--- src/rtl/gb_cart_pkg.sv ---
// Shared types and widths for the cartridge memory arbiter.
package gb_cart_pkg;

   localparam int CART_AW = 24;
   localparam int CART_DW = 8;

   typedef enum logic [1:0] {
      IDLE,
      ISSUE,
      WAIT_RD,
      ACK
   } arb_state_t;

   typedef enum logic {
      OWN_CPU,
      OWN_LD
   } owner_t;

endpackage

--- src/rtl/gb_cart_mem_arb.sv ---
// Single-port PSRAM arbiter/sequencer shared by CPU cart accesses and the ROM loader.
// Optional ROM write-protect of CPU writes is enabled by defining GB_CART_ROM_WP_EN.
module gb_cart_mem_arb
   import gb_cart_pkg::*;
#(
   parameter int                   MEM_LAT    = 2,
   parameter logic [CART_AW-1:0]   RAM_BASE   = 24'hF00000,
   parameter int                   STARVE_MAX = 4
) (
   input  logic                 clock,
   input  logic                 rst,
   input  logic                 cpu_req,
   input  logic                 cpu_we,
   input  logic                 cpu_ram_sel,
   input  logic [CART_AW-1:0]   cpu_addr,
   input  logic [CART_DW-1:0]   cpu_wdata,
   output logic [CART_DW-1:0]   cpu_rdata,
   output logic                 cpu_ack,
   input  logic                 ld_req,
   input  logic [CART_AW-1:0]   ld_addr,
   input  logic [CART_DW-1:0]   ld_wdata,
   output logic                 ld_ack,
   output logic                 mem_cs,
   output logic                 mem_we,
   output logic [CART_AW-1:0]   mem_addr,
   output logic [CART_DW-1:0]   mem_wdata,
   input  logic [CART_DW-1:0]   mem_rdata,
   output logic                 busy
);

   localparam int LAT_W = $clog2(MEM_LAT + 1);
   localparam int ST_W  = $clog2(STARVE_MAX + 1);

   arb_state_t           state;
   arb_state_t           state_next;
   owner_t               owner_q;
   logic                 we_q;
   logic [CART_AW-1:0]   addr_q;
   logic [CART_DW-1:0]   wdata_q;
   logic [CART_DW-1:0]   rdata_q;
   logic [LAT_W-1:0]     lat_cnt;
   logic [ST_W-1:0]      starve_cnt;
   logic                 grant_cpu;
   logic                 grant_ld;
   logic                 ld_win;
   logic                 lat_done;
   logic                 cpu_wp_block;
   logic [CART_AW-1:0]   cpu_mem_addr;

   // Cart RAM is relocated into its own window; ROM addresses pass straight through.
   assign cpu_mem_addr = cpu_ram_sel ? (RAM_BASE + {9'b0, cpu_addr[14:0]}) : cpu_addr;

`ifdef GB_CART_ROM_WP_EN
   assign cpu_wp_block = cpu_we & ~cpu_ram_sel;
`else
   assign cpu_wp_block = 1'b0;
`endif

   assign lat_done = (state == WAIT_RD) && (lat_cnt == LAT_W'(MEM_LAT - 1));

   always_ff @(posedge clock) begin
      if (rst) state <= IDLE;
      else     state <= state_next;
   end

   // The loader only beats the CPU once it has been passed over STARVE_MAX times in a row.
   always_comb begin
      state_next = state;
      grant_cpu  = 1'b0;
      grant_ld   = 1'b0;
      ld_win     = ld_req && (!cpu_req || (starve_cnt == ST_W'(STARVE_MAX)));
      unique case (state)
         IDLE: begin
            if (ld_win) begin
               grant_ld   = 1'b1;
               state_next = ISSUE;
            end else if (cpu_req) begin
               grant_cpu  = 1'b1;
               state_next = cpu_wp_block ? ACK : ISSUE;
            end
         end
         ISSUE:   state_next = we_q ? ACK : WAIT_RD;
         WAIT_RD: if (lat_done) state_next = ACK;
         ACK:     state_next = IDLE;
         default: state_next = IDLE;
      endcase
   end

   always_ff @(posedge clock) begin
      if (rst) begin
         owner_q <= OWN_CPU;
         we_q    <= 1'b0;
         addr_q  <= '0;
         wdata_q <= '0;
      end else if (grant_ld) begin
         owner_q <= OWN_LD;
         we_q    <= 1'b1;
         addr_q  <= ld_addr;
         wdata_q <= ld_wdata;
      end else if (grant_cpu) begin
         owner_q <= OWN_CPU;
         we_q    <= cpu_we;
         addr_q  <= cpu_mem_addr;
         wdata_q <= cpu_wdata;
      end
   end

   // The capture lands on the last WAIT_RD cycle, exactly MEM_LAT cycles after the strobe.
   always_ff @(posedge clock) begin
      if (rst) begin
         lat_cnt <= '0;
         rdata_q <= '0;
      end else begin
         if (state == WAIT_RD && !lat_done) lat_cnt <= lat_cnt + 1'b1;
         else                               lat_cnt <= '0;
         if (lat_done) rdata_q <= mem_rdata;
      end
   end

   always_ff @(posedge clock) begin
      if (rst || !ld_req || grant_ld)                          starve_cnt <= '0;
      else if (grant_cpu && starve_cnt != ST_W'(STARVE_MAX))   starve_cnt <= starve_cnt + 1'b1;
   end

   assign mem_cs    = (state == ISSUE);
   assign mem_we    = (state == ISSUE) && we_q;
   assign mem_addr  = addr_q;
   assign mem_wdata = wdata_q;
   assign cpu_ack   = (state == ACK) && (owner_q == OWN_CPU);
   assign ld_ack    = (state == ACK) && (owner_q == OWN_LD);
   assign cpu_rdata = rdata_q;
   assign busy      = (state != IDLE);

endmodule

--- config.mk ---
export PLATFORM = sky130hd
export DESIGN_NAME = gb_cart_mem_arb
export DESIGN_NICKNAME = d
export VERILOG_FILES = /design/src/rtl/gb_cart_pkg.sv /design/src/rtl/gb_cart_mem_arb.sv
export SDC_FILE = /design/constraint.sdc
export NUM_CORES = 1
export LEC_CHECK = 0
export CORE_MARGIN = 1
export CORE_UTILIZATION = 40
export CTS_CLUSTER_DIAMETER = 40
export CTS_CLUSTER_SIZE = 14
export DETAILED_ROUTE_END_ITERATION = 7
export PLACE_DENSITY = 0.81
export RECOVER_POWER = 100
export SLEW_MARGIN = 20
export SYNTH_ARGS = -nofsm -noshare
export SYNTH_HDL_FRONTEND = slang
export SYNTH_SLANG_ARGS = --single-unit
--- constraint.sdc ---
create_clock -name clock -period 3.3 [get_ports clock]
set_input_delay 0.66 -clock clock [delete_from_list [all_inputs] [get_ports clock]]
set_output_delay 0.66 -clock clock [all_outputs]
set_load 0.03 [all_outputs]
==> reports/results.tsv <==
metric	value	unit
status	finished, final reports clean	
Crit. End Element	output port	
clk root buf	clkbuf_8	
PwrDens	726	mW/mm²
TritonCTS Buffers	5	
row count	27	
LEAKAGE	1.41	nW
Req. time, crit path	2.64	ns
tightest hold margin	0.443	ns
post_cts resized	0	
drt first pass iters	4	
Worst Tran Pin Value	0.881	ns
Final setup viols	0	
ys async rst share	0	
Ports	123	
number of remaining DRC errors	0	
first-pass GRT wire length	9960	µm
largest net degree at the start of global routing	51	
DRT iter0 DRCs	123	
Slew HR	0.413	
worst-path cell with the longest stage delay	dlygate4sd3_1	
RSZ-0062 raised after global routing	false	
antenna viol nets, final	0	
crit-path cells	inv_1 -> ha_1 -> inv_1 -> dlygate4sd3_1	
maximum root-to-sink buffer count	2	
Total Neg Setup Slack	0	ns
Post-CTS Hold Fix Bufs	0	
post-synthesis sequential area ratio	0.432	
diode count	0	
period utilisation layout	0.832	
clock-pin slew on the worst setup and hold paths	0.09	ns
Reg area	981	µm²
# fillers	476	
Mapped Cells	259	
Mapped Nets	344	
routability congestion estimate	0.824	
drt total wl	6190	µm
Post-Syn Area	0.00227	mm²
share of cells above drive strength 1	0.0458	
H-tree levels	2	
worst hold path class	flip-flop to flip-flop	
initial antenna violation count	0	
Max VDD drop	0.000632	V
CP Class	flip-flop to output port	
Max Fclk	364	MHz
area of the multi-input gates	0.00105	mm²
Final Hold Viols	0	
setup bufs post-CTS	0	
gr usage total	0.206	
Post-synth EDFFs	0	
TritonCTS clock tree	done	
dpl cells	435	
Clock Sinks	49	
Total Die Area	0.00598	mm²
HPWL after DPL	4470	µm
initial core utilization	0.415	
WL per Instance	14.0	µm
Worst Skew	0.00450	ns
yosys warns	0	
placed cell areas	0.00347	mm²
worst-path fanout max	12	
Port Buf Inserts	122	
Mean Syn Cell Area	8.76	µm²
CP Launch Type	flip-flop	
Tmin final	2.75	ns
Seq cells post-synth	49	
Synth cell types	33	
R2R setup slack	1.01	ns
vias	2309	
vias in the first global route	2151	
post-route cell area	0.00358	mm²
Nets	455	
Max Cap Viol	0	
Die Ht	77.3	µm
area delta synth->final	57.8	%
Worst Path Arrival	2.09	ns
Vias/cell	5.21	
Slew Limit Fails	0	
total power draw	2.60	mW
non-filler instance count after layout	443	
Congestion Overflow GR	0	
prevailing post-synth register cell	dfxtp_1	
slowest stage delay, CP	0.72	ns
die width	77.3	µm
CP most frequent cell	inv_1	
clk_lat worst skew	0.30	ns
Core Area	0.00547	mm²
path summary, 6_finish.rpt:
path | start | endpoint | depth (start not counted)
worst min-delay path | lat_cnt[0] | lat_cnt[0] | 1
worst max-delay path | state[0] | busy | 4
worst min register to register | lat_cnt[0] | lat_cnt[0] | 1
worst max register to register | state[0] | mem_wdata[2] | 5
metal layers:
metal,up-vias,track usage,part of all wire
met1,1076,0.259,0.43
met2,74,0.348,0.50
met3,12,0.0417,0.053
met5,-,0,0
li1,1147,-,-
met4,0,0.0736,0.016
through the flow:
step	util	worst slack, ns
2_1_floorplan	-	1.54
3_3_place_gp	0.634	0.669
3_5_place_dp	0.634	0.629
4_1_cts	0.656	0.628
5_1_grt	0.655	0.416
6_report	0.655	0.554
Yosys cell counts (all sizes together) (10+ instances only):
library cell  count  area, µm²
nor3             16       80.1
inv              29        109
a21oi            36        180
nor4             10       62.6
o221a            23        259
dfxtp            49        981
clkbuf           10       38.8
nor2             11       41.3
nand3            10       50.1
buf              11       95.1
nand2            14       55.1
final cells by class:
| type | instances | area share |
|---|---|---|
| multi-input cells | 160 | 0.293 |
| inverters | 29 | 0.0304 |
| clock inverters | 2 | 0.0105 |
| flip-flops and latches | 49 | 0.274 |
| well taps | 72 | 0.0251 |
| repair buffers | 125 | 0.344 |
| clock buffers | 6 | 0.0231 |
where the power goes:
group / total [mW] / leakage [nW] / internal (mW) / switching (mW)
Combinational: 1.31 / 0.953 / 0.534 / 0.780
Sequential: 0.837 / 0.404 / 0.756 / 0.0805
Clock: 0.449 / 0.0574 / 0.247 / 0.203
registers in the layout, summed over array words and instances, names as in the netlist:
signal      count
mem_wdata       8
lat_cnt         2
starve_cnt      3
state           2
cpu_rdata       8
we_q            1
mem_addr       24
owner_q         1
cell families (layout without fill, tap and decap cells):
family                     after synthesis  count (layout)  share of synthesized area
AOI/OAI and AO/OA                       72              72                      0.233
and+or+nand+nor                         81              81                      0.190
DFF                                     49              49                      0.432
adders and majority gates                7               7                     0.0386
buffers and inverters                   50             162                      0.107
critical path, delay by kind of cell, from the launching register on:
family | cells | cell delay [ns]
flops | 1 | 0.34
buf+inv | 3 | 1.02
fa+ha+maj | 1 | 0.43
placed cells by master, fill, tap and decap left out, types with 2 or more instances in the layout:
master | synthesis | final
and2_1 | 2 | 2
nor4_1 | 10 | 10
o21ai_0 | 4 | 4
nand3_1 | 10 | 10
o221a_2 | 3 | 3
o31ai_1 | 2 | 2
nand4b_1 | 3 | 3
nand2b_1 | 2 | 2
inv_1 | 29 | 29
or2_1 | 2 | 2
a21oi_1 | 36 | 36
clkdlybuf4s50_1 | 0 | 75
nor3_1 | 16 | 16
ha_1 | 7 | 7
dlygate4sd3_1 | 0 | 46
o221a_1 | 20 | 20
nand2_1 | 13 | 13
nor3b_1 | 2 | 2
clkbuf_8 | 0 | 6
a22o_1 | 2 | 2
dfxtp_1 | 49 | 49
nor2b_1 | 7 | 7
nor2_1 | 11 | 11
No activity file was read; power rests on OpenSTA's default activity.
